==> config.mk <==
export PLATFORM = sky130hd
export DESIGN_NAME = lcd_hex_writer_flat
export DESIGN_NICKNAME = d
export VERILOG_FILES = /design/src/rtl/lcd_pkg.sv /design/src/rtl/lcd_hex_writer_if.sv /design/src/rtl/lcd_hex_ascii.sv /design/src/rtl/lcd_hex_writer.sv /design/src/flat_wrapper.sv
export SDC_FILE = /design/constraint.sdc
export NUM_CORES = 1
export LEC_CHECK = 0
export BUFFER_PORTS_ARGS = -buffer_cell sky130_fd_sc_hd__buf_4
export CAP_MARGIN = 0
export CORE_MARGIN = 2
export CORE_UTILIZATION = 55
export CTS_BUF_LIST = sky130_fd_sc_hd__clkbuf_4 sky130_fd_sc_hd__clkbuf_8 sky130_fd_sc_hd__clkbuf_16
export DETAILED_ROUTE_END_ITERATION = 12
export PLACE_DENSITY = 0.77
export SLEW_MARGIN = 5
export SYNTH_ARGS = -nofsm -noshare
export SYNTH_HDL_FRONTEND = slang
export SYNTH_SLANG_ARGS = --single-unit
==> constraint.sdc <==
create_clock -name clk -period 9.2 [get_ports clk]
set_clock_uncertainty 0.05 [all_clocks]
set_input_delay 0.46 -clock clk [delete_from_list [all_inputs] [get_ports clk]]
set_output_delay 0.46 -clock clk [all_outputs]
set_load 0.01 [all_outputs]
==> src/rtl/lcd_pkg.sv <==
// Shared constants, FSM state type and nibble-to-ASCII helper for the
// character LCD writers.
package lcd_pkg;

  localparam logic [7:0] LCD_CMD_SET_DDRAM = 8'h80;
  localparam logic [7:0] ASCII_SPACE       = 8'h20;
  localparam logic [7:0] ASCII_PASS        = 8'h50;
  localparam logic [7:0] ASCII_FAIL        = 8'h46;

  typedef enum logic [1:0] {
    ST_IDLE,
    ST_SETUP,
    ST_PULSE,
    ST_SETTLE
  } lcd_state_e;

  // 0..9 -> '0'..'9', 10..15 -> 'A'..'F'
  function automatic logic [7:0] nib2ascii(input logic [3:0] n);
    return (n <= 4'd9) ? (8'h30 + {4'h0, n}) : (8'h37 + {4'h0, n});
  endfunction

endpackage

==> src/rtl/lcd_hex_writer_if.sv <==
// Request/status handshake plus the HD44780 8-bit write bus.
interface lcd_hex_writer_if #(
  parameter int DATA_W = 32
);
  logic              start;
  logic [6:0]        addr;
  logic [DATA_W-1:0] value;
  logic              status;
  logic              busy;
  logic              done;
  logic              lcd_rs;
  logic              lcd_rw;
  logic              lcd_en;
  logic [7:0]        lcd_data;

  modport master (
    output start, addr, value, status,
    input  busy, done, lcd_rs, lcd_rw, lcd_en, lcd_data
  );

  modport slave (
    input  start, addr, value, status,
    output busy, done, lcd_rs, lcd_rw, lcd_en, lcd_data
  );
endinterface

==> src/rtl/lcd_hex_ascii.sv <==
// Combinational 4-bit nibble to uppercase hex ASCII character.
module lcd_hex_ascii
  import lcd_pkg::*;
(
  input  logic [3:0] nib_i,
  output logic [7:0] ascii_o
);
  assign ascii_o = nib2ascii(nib_i);
endmodule

==> src/rtl/lcd_hex_writer.sv <==
// Prints a captured value as hex on an HD44780 LCD: DDRAM address command,
// hex digits, optional " P"/" F" suffix, each byte with setup/enable/settle timing.
module lcd_hex_writer
  import lcd_pkg::*;
#(
  parameter int DATA_W       = 32,
  parameter bit MSB_FIRST    = 1'b1,
  parameter bit SUFFIX_EN    = 1'b1,
  parameter int SETUP_CYC    = 4,
  parameter int EN_PULSE_CYC = 24,
  parameter int SETTLE_CYC   = 2000
) (
  input logic           clk,
  input logic           rst_n,
  lcd_hex_writer_if.slave bus
);
  localparam int DIGITS  = DATA_W / 4;
  localparam int N       = 1 + DIGITS + (SUFFIX_EN ? 2 : 0);
  localparam int IDX_W   = $clog2(N);
  localparam int MAX_A   = (SETUP_CYC > EN_PULSE_CYC) ? SETUP_CYC : EN_PULSE_CYC;
  localparam int MAX_CYC = (MAX_A > SETTLE_CYC) ? MAX_A : SETTLE_CYC;
  localparam int CNT_W   = (MAX_CYC > 1) ? $clog2(MAX_CYC) : 1;

  localparam logic [IDX_W-1:0] LAST_IDX  = IDX_W'(N - 1);
  localparam logic [CNT_W-1:0] SETUP_LD  = CNT_W'(SETUP_CYC - 1);
  localparam logic [CNT_W-1:0] PULSE_LD  = CNT_W'(EN_PULSE_CYC - 1);
  localparam logic [CNT_W-1:0] SETTLE_LD = CNT_W'(SETTLE_CYC - 1);

  if (DATA_W % 4 != 0 || DATA_W < 4 || DATA_W > 64) begin : g_bad_width
    $error("lcd_hex_writer: DATA_W must be a multiple of 4 in 4..64");
  end
  if (SETUP_CYC < 1 || EN_PULSE_CYC < 1 || SETTLE_CYC < 1) begin : g_bad_cyc
    $error("lcd_hex_writer: all *_CYC parameters must be >= 1");
  end

  lcd_state_e        state_q, state_d;
  logic [CNT_W-1:0]  cnt_q, cnt_d;
  logic [IDX_W-1:0]  idx_q, idx_d;
  logic [6:0]        addr_q, addr_d;
  logic [DATA_W-1:0] value_q, value_d;
  logic              status_q, status_d;
  logic              rs_q, rs_d;
  logic [7:0]        data_q, data_d;
  logic              en_q, busy_q, done_q, done_d;
  logic              load_byte;

  always_comb begin
    state_d   = state_q;
    cnt_d     = cnt_q;
    idx_d     = idx_q;
    addr_d    = addr_q;
    value_d   = value_q;
    status_d  = status_q;
    done_d    = 1'b0;
    load_byte = 1'b0;
    unique case (state_q)
      ST_IDLE: if (bus.start) begin
        addr_d    = bus.addr;
        value_d   = bus.value;
        status_d  = bus.status;
        idx_d     = '0;
        state_d   = ST_SETUP;
        cnt_d     = SETUP_LD;
        load_byte = 1'b1;
      end
      ST_SETUP: if (cnt_q == '0) begin
        state_d = ST_PULSE;
        cnt_d   = PULSE_LD;
      end else cnt_d = cnt_q - 1'b1;
      ST_PULSE: if (cnt_q == '0) begin
        state_d = ST_SETTLE;
        cnt_d   = SETTLE_LD;
      end else cnt_d = cnt_q - 1'b1;
      ST_SETTLE: if (cnt_q == '0) begin
        if (idx_q == LAST_IDX) begin
          state_d = ST_IDLE;
          done_d  = 1'b1;
        end else begin
          idx_d     = idx_q + 1'b1;
          state_d   = ST_SETUP;
          cnt_d     = SETUP_LD;
          load_byte = 1'b1;
        end
      end else cnt_d = cnt_q - 1'b1;
      default: state_d = ST_IDLE;
    endcase
  end

  // Byte content is chosen from the next-state index so it is registered
  // onto the bus on the same edge that enters SETUP.
  logic [IDX_W-1:0] nib_sel;
  logic [3:0]       nib;
  logic [7:0]       digit_ascii;

  always_comb begin
    nib_sel = MSB_FIRST ? (IDX_W'(DIGITS) - idx_d) : (idx_d - IDX_W'(1));
    nib     = 4'(value_d >> {nib_sel, 2'b00});
  end

  lcd_hex_ascii u_hex (.nib_i(nib), .ascii_o(digit_ascii));

  always_comb begin
    rs_d   = rs_q;
    data_d = data_q;
    if (load_byte) begin
      if (idx_d == '0) begin
        rs_d   = 1'b0;
        data_d = LCD_CMD_SET_DDRAM | {1'b0, addr_d};
      end else begin
        rs_d = 1'b1;
        if (idx_d <= IDX_W'(DIGITS))        data_d = digit_ascii;
        else if (idx_d == IDX_W'(DIGITS+1)) data_d = ASCII_SPACE;
        else                                data_d = status_d ? ASCII_FAIL : ASCII_PASS;
      end
    end
  end

  always_ff @(posedge clk or negedge rst_n) begin
    if (!rst_n) begin
      state_q  <= ST_IDLE;
      cnt_q    <= '0;
      idx_q    <= '0;
      addr_q   <= '0;
      value_q  <= '0;
      status_q <= 1'b0;
      rs_q     <= 1'b0;
      data_q   <= 8'h00;
      en_q     <= 1'b0;
      busy_q   <= 1'b0;
      done_q   <= 1'b0;
    end else begin
      state_q  <= state_d;
      cnt_q    <= cnt_d;
      idx_q    <= idx_d;
      addr_q   <= addr_d;
      value_q  <= value_d;
      status_q <= status_d;
      rs_q     <= rs_d;
      data_q   <= data_d;
      en_q     <= (state_d == ST_PULSE);
      busy_q   <= (state_d != ST_IDLE);
      done_q   <= done_d;
    end
  end

  assign bus.lcd_rs   = rs_q;
  assign bus.lcd_rw   = 1'b0;
  assign bus.lcd_en   = en_q;
  assign bus.lcd_data = data_q;
  assign bus.busy     = busy_q;
  assign bus.done     = done_q;

endmodule

==> src/flat_wrapper.sv <==
// flat-port wrapper written by rule: the top's interface ports become plain ports
module lcd_hex_writer_flat import lcd_pkg::*;
#(
  parameter int DATA_W       = 32,
  parameter bit MSB_FIRST    = 1'b1,
  parameter bit SUFFIX_EN    = 1'b1,
  parameter int SETUP_CYC    = 4,
  parameter int EN_PULSE_CYC = 24,
  parameter int SETTLE_CYC   = 2000
)
  (clk, rst_n, bus_start, bus_addr, bus_value, bus_status, bus_busy, bus_done, bus_lcd_rs, bus_lcd_rw, bus_lcd_en, bus_lcd_data);
  lcd_hex_writer_if #(.DATA_W(DATA_W)) bus_i ();
  input logic clk;
  input logic rst_n;
  input wire logic [$bits(bus_i.start)-1:0] bus_start;
  input wire logic [$bits(bus_i.addr)-1:0] bus_addr;
  input wire logic [$bits(bus_i.value)-1:0] bus_value;
  input wire logic [$bits(bus_i.status)-1:0] bus_status;
  output wire logic [$bits(bus_i.busy)-1:0] bus_busy;
  output wire logic [$bits(bus_i.done)-1:0] bus_done;
  output wire logic [$bits(bus_i.lcd_rs)-1:0] bus_lcd_rs;
  output wire logic [$bits(bus_i.lcd_rw)-1:0] bus_lcd_rw;
  output wire logic [$bits(bus_i.lcd_en)-1:0] bus_lcd_en;
  output wire logic [$bits(bus_i.lcd_data)-1:0] bus_lcd_data;
  assign bus_i.start = bus_start;
  assign bus_i.addr = bus_addr;
  assign bus_i.value = bus_value;
  assign bus_i.status = bus_status;
  assign bus_busy = bus_i.busy;
  assign bus_done = bus_i.done;
  assign bus_lcd_rs = bus_i.lcd_rs;
  assign bus_lcd_rw = bus_i.lcd_rw;
  assign bus_lcd_en = bus_i.lcd_en;
  assign bus_lcd_data = bus_i.lcd_data;
  lcd_hex_writer #(.DATA_W(DATA_W), .MSB_FIRST(MSB_FIRST), .SUFFIX_EN(SUFFIX_EN), .SETUP_CYC(SETUP_CYC), .EN_PULSE_CYC(EN_PULSE_CYC), .SETTLE_CYC(SETTLE_CYC)) u_core (.clk(clk), .rst_n(rst_n), .bus(bus_i));
endmodule
==> reports/qor.yml <==
outcome: "complete, no violations"
min-delay-path-class: "in2async"
portBuffers: 54
die_width_um: 87.7
synthSimpleGateAreaFrac: 0.133
overflow: 0
share_seq_of_total_power: 0.526
r2r-end: "u_core.bus.lcd_data[3]$_DFFE_PN0P_"
clkTransAtPathRegs_ns: 0.08
syn_avg_cell_area_um2: 10.8
synth.net_count: 411
async_reset_ff_frac: 1.00
max_cap_violations: 0
shortest_period_the_worst_path_allows_ns: 5.11
worst-r2r-setup-slack_ns: 4.09
synthDominantCellAreaShare: 0.448
timing.final.hold_violations: 0
power.switching_fraction: 0.218
synthAdderAreaFrac: 0.0390
clock_power_share: 0.439
initial_core_utilization: 0.567
clk_path_buf_depth: 2
path_class: "reg2reg"
grt_pass1_wl_um: 14000
clock_tree.htree_level_count: 3
core.rowCount: 30
cts_hold_buffers: 0
cts.sinks: 69
synth.area.top_cells: "sky130_fd_sc_hd__dfrtp_1, sky130_fd_sc_hd__mux2_2, sky130_fd_sc_hd__ha_1"
setup_slack_after_layout_ns: 4.09
worst-endpoint-arrival_ns: 5.29
worst_ep_required_time_ns: 9.38
place.gp.congestion: 0.844
detailedRoute.firstIterationViolations: 205
postSynth.topFlopCell: "sky130_fd_sc_hd__dfrtp_1"
worst_setup_path_start_kind: "register"
fmaxAchievable_mhz: 196
synth-edff-count: 0
antenna_violations_before_repair: 0
synth_mux_area_frac: 0.170
synthesis.instances: 356
max_transition_margin: 0.211
worst-slew-pin-transition_ns: 1.18
timing.final.max_slew_violations: 0
fp.dieH_um: 87.7
power-per-cell-area_nw_per_um2: 128
grt_use_total: 0.234
clock_tree.root_cell: "sky130_fd_sc_hd__clkbuf_8"
postRouteAntennaNets: 0
synthesis.yosys.warnings: 0
r2r_cells: 16
fp.coreArea_um2: 6790
setup_violations: 0
cts-buffers-inserted: 9
final.period_utilization: 0.556
synth.top_cells.by_count: "sky130_fd_sc_hd__dfrtp_1, sky130_fd_sc_hd__mux2_2, sky130_fd_sc_hd__a21oi_1"
dr_total_vias: 2933
internal_power_uw: 450
synth.distinct_cells: 63
rsz_0062_raised_after_global_routing: "no"
area_growth_pct: 17.0
parity_gate_share_of_the_synthesized_area_counting_xor_and_xnor_cells: 0.00682
net-switching-power_uw: 125
crit_fanout: 13
boundary_pins: 56
cts_resized: 0
syn-cell-area_um2: 3850
drt_wl_total_um: 8360
design.die.area_um2: 7690
setup_total_negative_slack_ns: 0
critPathLaunch: "u_core.state_q[0]$_DFF_PN0_"
cts_setup_buffers: 0
number_of_nets_in_the_final_layout: 461
n_antenna_cell: 0
worst_skew_pair.late_latency_ns: 0.34
synth.most_common_cell: "sky130_fd_sc_hd__dfrtp_1"
worstSetupEndpointType: "register"
synth-compound-area-share: 0.162
leakagePower_uw: 0.00222
post-dp-hpwl_um: 5950
first_pass_iters: 4
power.share.combinational: 0.034
clock_tree_from_tritoncts: "done"
register_area_share_after_synthesis: 0.448
wire_per_inst_um: 16.5
via_per_inst: 5.79
r2r_start: "u_core.state_q[0]$_DFF_PN0_"
synth_top_cell_by_area: "sky130_fd_sc_hd__dfrtp_1"
vdd.ir_drop.worst_uv: 118
main_combinational_cell_family_by_area_after_synthesis: "multiplexers"
place_worst_setup_slack_ns: 4.16
final_layout_size_suffix_gt1_frac: 0.311
synth-seq-cells: 69
drc_errors: 0
largest_net_degree_at_the_start_of_global_routing: 70
vias_in_the_first_global_route: 2870
## logic make-up (layout without fill, tap and decap cells)
kind of cell | after synthesis | after routing
AO/OA/AOI/OAI | 91 | 91
AND/OR/NAND/NOR | 91 | 91
flip-flops | 69 | 69
multiplexers | 54 | 54
buffers and inverters | 35 | 90
adder cells (fa/ha/maj) | 12 | 12
XOR/XNOR | 3 | 3
other | 1 | 1
## critical path: stages (launching register included)
cell and delay [ns]:
sky130_fd_sc_hd__dfrtp_1 0.42, sky130_fd_sc_hd__inv_1 0.12, sky130_fd_sc_hd__ha_1 0.31, sky130_fd_sc_hd__nor2b_1 0.45, sky130_fd_sc_hd__o31ai_1 0.20, sky130_fd_sc_hd__mux2i_2 0.84
sky130_fd_sc_hd__ha_1 0.52, sky130_fd_sc_hd__mux4_2 0.34, sky130_fd_sc_hd__a21oi_1 0.18, sky130_fd_sc_hd__a211o_1 0.22, sky130_fd_sc_hd__inv_1 0.06, sky130_fd_sc_hd__ha_1 0.17
sky130_fd_sc_hd__or2_2 0.30, sky130_fd_sc_hd__o31a_1 0.16, sky130_fd_sc_hd__a311oi_2 0.27, sky130_fd_sc_hd__o21ai_1 0.12, sky130_fd_sc_hd__mux2_4 0.26
## layout make-up
| cell class | count | area [um^2] |
|---|---|---|
| well taps | 96 | 120 |
| multi-input cells | 252 | 1970 |
| fillers | 514 | 2290 |
| clock buffers | 11 | 145 |
| clock inverters | 5 | 60.1 |
| repair buffers | 54 | 405 |
| inverters | 20 | 75.1 |
| flip-flops and latches | 69 | 1730 |
## worst max-delay path by stage
stage                                          to  slack, ns  depth (start not counted)
2_1_floorplan  u_core.bus.lcd_data[3]$_DFFE_PN0P_       4.91                         17
3_3_place_gp   u_core.bus.lcd_data[3]$_DFFE_PN0P_       4.38                         17
3_5_place_dp   u_core.bus.lcd_data[3]$_DFFE_PN0P_       4.16                         17
4_1_cts        u_core.bus.lcd_data[3]$_DFFE_PN0P_       4.09                         17
5_1_grt        u_core.bus.lcd_data[4]$_DFFE_PN0P_       3.56                         17
6_report       u_core.bus.lcd_data[3]$_DFFE_PN0P_       4.09                         16
## power groups by stage
stage / registers [uW] / logic, uW / clock network, uW
5_1_grt: 303 / 22.4 / 272
3_5_place_dp: 309 / 20.6 / 0
2_1_floorplan: 309 / 0.778 / 0
6_report: 303 / 19.7 / 253
3_3_place_gp: 309 / 20.3 / 0
4_1_cts: 303 / 20.6 / 257
## state kept, by name (all words and copies together), names as in the netlist
register,cells
u_core.bus.lcd_en,1
u_core.value_q,32
u_core.bus.done,1
u_core.addr_q,7
u_core.cnt_q,11
u_core.bus.lcd_rs,1
u_core.bus.busy,1
u_core.bus.lcd_data,8
u_core.state_q,2
u_core.status_q,1
u_core.idx_q,4
## layout by cell type (no fill, tap or decap), drive strengths merged, types with 6 or more instances in the layout
cell	Yosys	routed
nand2b	6	6
a21oi	25	25
mux2	41	41
nand2	21	21
inv	20	20
nand3	9	9
mux2i	9	9
nor2	23	23
dfrtp	69	69
o21ai	17	17
nor3	9	9
o31ai	6	6
buf	8	54
o22ai	6	6
ha	12	12
clkbuf	7	11
## stage by stage
step	util	power [uW]	area [um^2]	hold WS, ns	cells
after floorplan	-	310	3850	0.114	356
after global placement	0.633	329	4300	0.411	491
after detailed placement	0.633	330	4300	0.425	491
after CTS	0.663	580	4500	0.210	507
after global routing	0.663	597	4500	0.243	507
final	0.663	576	4500	0.177	507
## routing by layer
metal  vias to the layer above  track usage  share of wire
met3                         7       0.0500          0.044
met2                        85        0.398           0.51
li1                       1405            -              -
met4                         0       0.0503         0.0093
met5                         -            0              0
met1                      1436        0.309           0.43
No activity file was read; power rests on OpenSTA's default activity.
